==> src/rtl/mem_subsys.sv <==
// mem_subsys: single-port data memory for a small RISC-V style core, with a
// small memory-mapped I/O window next to it.
//
// Parameters:
//   DEPTH      RAM depth in 32-bit words (power of two, 16..4096)
//   MMIO_BASE  256-byte-aligned base address of the MMIO window
//
// Ports:
//   clk         sole clock, rising edge
//   reset       synchronous, active-low reset
//   we          store strobe from the core
//   funct3      access size/sign (lb/lh/lw/lbu/lhu, stores use sb/sh/sw codes)
//   a           byte address
//   wd          store data, right-aligned
//   rd          load data, aligned and sign/zero extended (combinational)
//   misaligned  access is not naturally aligned for its size
//   gpio_out    GPIO register contents
//   done        sticky test-finish flag, set by the first TOHOST store
//   done_code   value written by that TOHOST store
//
// MMIO map (offsets from MMIO_BASE): 0x00 CYCLE (RO), 0x04 TOHOST (WO),
// 0x08 GPIO (RW). Everything else reads 0 and ignores writes.
//
// Build option: define MEM_SUBSYS_CYCLE_CNT_EN to include the free-running
// CYCLE counter. Without it there are no counter flops and offset 0x00
// reads 0.

module mem_subsys #(
    parameter int          DEPTH     = 64,
    parameter logic [31:0] MMIO_BASE = 32'hFFFF_FF00
) (
    input  logic        clk,
    input  logic        reset,
    input  logic        we,
    input  logic [2:0]  funct3,
    input  logic [31:0] a,
    input  logic [31:0] wd,
    output logic [31:0] rd,
    output logic        misaligned,
    output logic [31:0] gpio_out,
    output logic        done,
    output logic [31:0] done_code
);

    localparam int AW = $clog2(DEPTH);

    logic [31:0]   mem [DEPTH];
    logic [AW-1:0] wordIdx;
    logic [7:0]    mmioOff;
    logic          isMmio;
    logic          isHalf;
    logic          isWord;
    logic [31:0]   cycleCount;
    logic [31:0]   readWord;
    logic [7:0]    loadByte;
    logic [15:0]   loadHalf;
    logic [3:0]    laneMask;
    logic [31:0]   storeData;
    logic          ramWrite;
    logic          mmioWrite;

    // Upper RAM address bits are ignored, so addresses alias modulo DEPTH words.
    assign wordIdx = a[AW+1:2];
    assign mmioOff = a[7:0];
    assign isMmio  = (a[31:8] == MMIO_BASE[31:8]);

    assign isHalf     = (funct3 == 3'b001) || (funct3 == 3'b101);
    assign isWord     = (funct3 == 3'b010);
    assign misaligned = (isHalf && a[0]) || (isWord && (a[1:0] != 2'b00));

    // Only the three store encodings write anything; odd funct3 codes with we
    // set are treated as no-ops rather than guessed at.
    assign ramWrite  = reset && we && !isMmio && !misaligned
                       && ((funct3 == 3'b000) || (funct3 == 3'b001) || isWord);
    assign mmioWrite = reset && we && isMmio && isWord && !misaligned;

`ifdef MEM_SUBSYS_CYCLE_CNT_EN
    always_ff @(posedge clk) begin
        if (!reset) begin
            cycleCount <= '0;
        end else begin
            cycleCount <= cycleCount + 32'd1;
        end
    end
`else
    assign cycleCount = '0;
`endif

    // Raw word selection: the array or MMIO register as it stood before the
    // current edge, so a same-cycle store is not forwarded.
    always_comb begin
        readWord = '0;
        if (isMmio) begin
            case (mmioOff)
                8'h00:   readWord = cycleCount;
                8'h08:   readWord = gpio_out;
                default: readWord = '0;
            endcase
        end else begin
            readWord = mem[wordIdx];
        end
    end

    always_comb begin
        loadByte = '0;
        case (a[1:0])
            2'd0: loadByte = readWord[7:0];
            2'd1: loadByte = readWord[15:8];
            2'd2: loadByte = readWord[23:16];
            2'd3: loadByte = readWord[31:24];
            default: loadByte = '0;
        endcase
        loadHalf = a[1] ? readWord[31:16] : readWord[15:0];
    end

    always_comb begin
        rd = '0;
        if (!misaligned) begin
            case (funct3)
                3'b000:  rd = {{24{loadByte[7]}}, loadByte};
                3'b001:  rd = {{16{loadHalf[15]}}, loadHalf};
                3'b100:  rd = {24'd0, loadByte};
                3'b101:  rd = {16'd0, loadHalf};
                default: rd = readWord;
            endcase
        end
    end

    // Store data is replicated across lanes so the lane mask alone decides
    // which bytes land.
    always_comb begin
        laneMask  = 4'b0000;
        storeData = wd;
        case (funct3)
            3'b000: begin
                laneMask  = 4'b0001 << a[1:0];
                storeData = {4{wd[7:0]}};
            end
            3'b001: begin
                laneMask  = a[1] ? 4'b1100 : 4'b0011;
                storeData = {2{wd[15:0]}};
            end
            3'b010: begin
                laneMask  = 4'b1111;
                storeData = wd;
            end
            default: begin
                laneMask  = 4'b0000;
                storeData = wd;
            end
        endcase
    end

    // RAM has no reset; ramWrite already folds in reset so stores during
    // reset are discarded.
    always_ff @(posedge clk) begin
        if (ramWrite) begin
            for (int i = 0; i < 4; i++) begin
                if (laneMask[i]) begin
                    mem[wordIdx][8*i +: 8] <= storeData[8*i +: 8];
                end
            end
        end
    end

    // TOHOST is sticky: once done is set, later TOHOST stores are dropped.
    always_ff @(posedge clk) begin
        if (!reset) begin
            gpio_out  <= '0;
            done      <= 1'b0;
            done_code <= '0;
        end else if (mmioWrite) begin
            if (mmioOff == 8'h04 && !done) begin
                done      <= 1'b1;
                done_code <= wd;
            end
            if (mmioOff == 8'h08) begin
                gpio_out <= wd;
            end
        end
    end

endmodule

==> config.mk <==
export PLATFORM = sky130hd
export DESIGN_NAME = mem_subsys
export DESIGN_NICKNAME = d
export VERILOG_FILES = /design/src/rtl/mem_subsys.sv
export SDC_FILE = /design/constraint.sdc
export NUM_CORES = 2
export LEC_CHECK = 0
export BUFFER_PORTS_ARGS = -buffer_cell sky130_fd_sc_hd__buf_2
export CAP_MARGIN = 15
export CELL_PAD_IN_SITES_DETAIL_PLACEMENT = 0
export CELL_PAD_IN_SITES_GLOBAL_PLACEMENT = 1
export CORE_MARGIN = 2
export CORE_UTILIZATION = 34
export DETAILED_ROUTE_END_ITERATION = 7
export HOLD_SLACK_MARGIN = 0.05
export PLACE_DENSITY_LB_ADDON = 0.3
export SETUP_SLACK_MARGIN = 0.3
export SLEW_MARGIN = 5
export SYNTH_ARGS = -nofsm -noshare
export SYNTH_HDL_FRONTEND = slang
export SYNTH_SLANG_ARGS = --single-unit
==> constraint.sdc <==
create_clock -name clk -period 3.65 [get_ports clk]
set_input_delay 0.1825 -clock clk [delete_from_list [all_inputs] [get_ports clk]]
set_output_delay 0.1825 -clock clk [all_outputs]
set_load 0.05 [all_outputs]
# Yosys cells after proc, flatten, opt, wreduce, memory -nomap -nowiden
# Memories as Yosys holds them, arrays and structs flattened.
# Cells that the tools add are included.
[word_totals]
register_bits = 65
mem_bits_rw = 2048
inputBits = 70
word_cells = 58
n_memories = 1
[memory_table]
columns = ["name", "words", "word_bits", "read_ports", "rd_ports_with_merged_regs", "wr", "line_no", "rtl"]
rows = [
  ["mem", 64, 32, 1, 0, 1, "47", "logic [31:0] mem [DEPTH];"],
]
[op_classes]
eq_ne = 10
shifts = 1
n_mux = 21
n_reduce_logical = 22
[ops]
columns = ["op", "n"]
rows = [
  ["one-hot mux 32 bit (4 select lines)", 1],
  ["two-way mux 32 bit", 3],
  ["one-hot mux 32 bit (2 select lines)", 1],
  ["one-hot mux 8 bit (4 select lines)", 1],
  ["equality test 24 bit (second input constant)", 1],
  ["two-way mux 16 bit", 1],
  ["two-way mux 1 bit", 12],
  ["one-hot mux 4 bit (3 select lines)", 1],
  ["logical AND 1 bit", 10],
  ["equality test 8 x 3 -> 1 bit (second input constant)", 1],
  ["equality test 8 x 4 -> 1 bit (second input constant)", 1],
  ["equality test 3 bit (second input constant)", 2],
  ["equality test 2 bit (second input constant)", 2],
  ["logical OR 1 bit", 4],
  ["two-way mux 4 bit", 1],
  ["AND reduction 2 bit", 2],
  ["<< shifter 1 x 2 -> 4 bit (first input constant)", 1],
  ["equality test 3 x 1 -> 1 bit (second input constant)", 1],
  ["equality test 3 x 2 -> 1 bit (second input constant)", 1],
  ["logical NOT 1 bit", 3],
  ["logical NOT 3 bit", 1],
  ["equality test 2 x 1 -> 1 bit (second input constant)", 1],
  ["logical NOT 2 bit", 1],
  ["nonzero test 2 bit", 1],
]

# Depth between registers and ports, before layout
[logic_depth]
ltp_word = 9
mapped_depth = 15
ltp_nobuf = 8

# Least setup slack after synthesis
# Ideal clock, no wire load.
[synth_path]
path_type = "input-to-output"
from = "input a[3]"
to = "output rd[2]"
arrival_ps = 3719
required_ps = 3467
path_slack_ps = -252
path_stages = 12
path_cell_list = "buf_6 buf_6 buf_6 nor2_1 buf_2 buf_2 buf_2 a221oi_1 o32a_1 a31oi_1 nor2_1 a2111oi_1"
[synth_between]
elab_chain_len = 6
elab_cells_between_ends = 8
cone_classes = "eq/ne: 1; mux: 6; memory: 1"
[synth_lines]
columns = ["element", "line_no", "rtl"]
rows = [
  ["start, declared", "36", "input logic [31:0] a,"],
  ["parallel branches: the longest is 2 deep, another holds memory (64 x 32 bit)", "--", ""],
  ["two-way mux 32 bit *", "93", "if (isMmio) begin"],
  ["one-hot mux 8 bit (4 select lines) or two-way mux 16 bit (tied branches)", "106, 113", ""],
  ["one-hot mux 32 bit (4 select lines) *", "119", "case (funct3)"],
  ["two-way mux 32 bit *", "118", "if (!misaligned) begin"],
  ["end, declared", "38", "output logic [31:0] rd,"],
]
# Mark *: on every way between the ends.

# Worst setup path after layout
[layout_path]
from = "memory mem[15][31]"
to = "output rd[27]"
[layout_between]
elab_chain_len = 5
elab_cells_between_ends = 6
cone_classes = "mux: 5; memory: 1"
[layout_lines]
columns = ["element", "line_no"]
rows = [
  ["start, declared", "47"],
  ["memory (64 x 32 bit) *", "--"],
  ["two-way mux 32 bit *", "93"],
  ["one-hot mux 8 bit (4 select lines) or two-way mux 16 bit (tied branches)", "106, 113"],
  ["one-hot mux 32 bit (4 select lines) *", "119"],
  ["two-way mux 32 bit *", "118"],
]
# Every way passes the cells marked *; elsewhere a longest branch is shown, timed or not.

==> metrics.yaml <==
layout:
  nFillCells: 21600
  drive_above_1_share_pct: 27.2
  instances_no_fill: 9137
  final_nets: 5833
  final_cell_area_um2: 101000
  syn2layout_area_growth_pct: 23.4
  multiInputGateArea_um2: 18700
  fin_util_pct: 42.2
  regArea_um2: 62800
global_routing:
  grt_pass1_vias: 51500
  grt_max_degree: 66
  grtUsageTotal_pct: 25.8
  overflow: 0
  antenna_found_initial: 23
  grt_pass1_wl_um: 437000
status:
  violations: "negative setup slack"
  run_status: "complete, but fails checks"
critical_path:
  required_ns: 3.47
  arrival_ns: 3.97
  slowest_stage: "nor3_1"
  crit_fanout: 5
  path_cells: "nand2_1, o32ai_1, buf_4, nor3_1, o22ai_1, nor4_1, buf_4, buf_4, o21ai_0, o211ai_4, buf_12, clkbuf_16, buf_4, nand3_4, buf_8"
  critical_path.most_common_cell: "buf_4"
  startpoint_type: "flip-flop"
  r2r_cells: 5
  path_class: "reg2out"
  max_stage_delay_ns: 0.49
  endpoint_kind: "output pin"
synthesis:
  syn_area_um2: 82200
  yosysUniqueCellTypes: 89
  syn_avg_cell_area_um2: 16.8
  ys_async_sr_fraction_pct: 0
  synth_area_leaders: "edfxtp_1 75%, a22oi_1 2.9%, a221oi_1 2.1%, mux2i_1 2.0%, mux2_2 1.9%"
  synthFlopType: "edfxtp_1"
  ys_ff_latch: 2113
  ys_warn_count: 0
  yosys.area.top_type: "edfxtp_1"
  synth_top_area_share_pct: 74.8
  seq_area_frac_synth_pct: 76.4
  synth_edf_count: 2048
  synthCells: 4907
  ys_top_cells_by_count: "2048 x edfxtp_1, 382 x nor2_1, 321 x a22oi_1"
  synth.most_common_cell: "edfxtp_1"
  syn-num-nets: 4977
floorplan:
  io_pins: 168
  die_w_um: 496
  core_area_um2: 241000
  fp.dieH_um: 496
  dieArea_um2: 246000
  num_rows: 180
  start_util_pct: 34.2
sta:
  slew_headroom_pct: 16.1
  fmax_mhz: 241
  setup_tns_ns: -11.66
  tightestPinTransition_ns: 1.25
  final-max-slew-violation-count: 0
  rsz0062_at_grt: "true"
  fin_ws_ns: -0.500
  clock_skew_ns: 0.00489
  post-route-period-util_pct: 114
  period_minus_slack_ns: 4.15
  setup-violations-final: 29
  hold_viol_final: 0
cts:
  cts_made_buffers: 216
  htree_levels: 4
  clk_latency_ns: 0.88
  clock-root-buffer: "clkbuf_16"
  clk_path_buf_depth: 3
  cts_tree: "built"
  clkTransAtPathRegs_ns: 0.06
  cts_sinks: 2113
detailed_routing:
  vias: 54000
  drtIter0Drc: 7789
  ant_nets: 0
  wl_per_cell_um: 35.4
  routed_wl_um: 323000
  via_per_inst: 5.91
  firstDrtPassIters: 6
  drc: 0
placement:
  dp_hpwl_um: 222000
  place_inst: 8658
  port_buffers: 167
  post_dp_cell_area_um2: 92700
  gp_congestion: 0.941
pwr:
  p_per_area_nw_per_um2: 524
  finalPower_mw: 53.2
  p_leak_nw: 33.3
  irDropWorstVdd_mv: 0.402
run:
  drv_cap: 0
hold_path:
  hold_depth: 3
  hold_class: "in2reg"
==> logic make-up (layout without fill, tap and decap cells) <==
group	after synthesis	after routing	share of synthesized area (%)
and+or+nand+nor	859	859	4.61
DFF	2113	2113	76.4
buffers and inverters	370	1408	2.18
other	0	7	0
muxes	368	368	5.68
AOI/OAI and AO/OA	1197	1197	11.2
==> flip-flops by register name, summed over array words and instances (netlist names) <==
name / flops
done_code: 32
done: 1
gpio_out: 32
mem: 2048
==> layout by cell type, fill, tap and decap left out, types with 96 or more instances in the layout <==
| master | count |
|---|---|
| edfxtp_1 | 2048 |
| buf_4 | 667 |
| nor2_1 | 372 |
| a22oi_1 | 318 |
| nand2_1 | 290 |
| clkbuf_16 | 220 |
| a221oi_1 | 184 |
| mux2i_1 | 159 |
| mux2_2 | 133 |
| buf_2 | 132 |
| buf_12 | 112 |
| a21oi_1 | 96 |
==> report_power, final <==
part           total, mW  switching [mW]  internal, mW
clock network       21.9            9.64          12.3
registers           26.8         0.00563          26.8
logic               4.51            2.99          1.53
==> timing repair <==
| item | 4_1_cts | 5_1_grt |
|---|---|---|
| setup buffers | 17 | 11 |
| pin swaps | 29 | 27 |
| gates cloned | 2 | 1 |
| hold buffers | 38 | 0 |
| hold endpoints to repair | 167 | 0 |
| endpoints found under the setup margin | 32 | 32 |
| gates resized for setup | 148 | 54 |
==> path summary, 6_finish.rpt <==
kind / from / end / slack [ns]
setup reg to reg: done / done_code[30] / 1.60
setup / recovery: mem[15][31] / rd[27] / -0.50
hold reg to reg: done_code[10] / done_code[10] / 0.45
hold / removal: funct3[2] / mem[22][28] / 0.13
==> critical path, delay by kind of cell (launching register included) <==
kind	cells	cell delay (ns)
AOI/OAI and AO/OA	4	0.55
buffers and inverters	7	1.12
DFF	1	0.40
and+or+nand+nor	4	0.99
==> layer usage <==
layer | vias up | global-route usage (%) | share of wire [%]
met4 | 10 | 10.9 | 4.6
met3 | 619 | 5.73 | 11
li1 | 21700 | - | -
met2 | 3360 | 39.3 | 45
met5 | - | 0.309 | 0.021
met1 | 28300 | 35.6 | 39
==> metrics by stage <==
step / hold WS (ns) / worst slack, ns
CTS: 0.0672 / -0.536
global route: 0.129 / -0.579
floorplan: 0.281 / 0.305
detailed placement: 0.451 / -0.665
finish: 0.133 / -0.500
global placement: 0.440 / -1.34
==> cell type report <==
class	count	share of cell area [%]
Inverter	11	0.0481
Clock inverter	139	1.31
Timing Repair Buffer	997	8.81
Tap cell	3185	3.93
Multi-Input combinational cell	2424	18.5
Clock buffer	261	5.54
Sequential cell	2113	61.9
Antenna cell	7	0.0173
No activity file was read; power rests on OpenSTA's default activity.
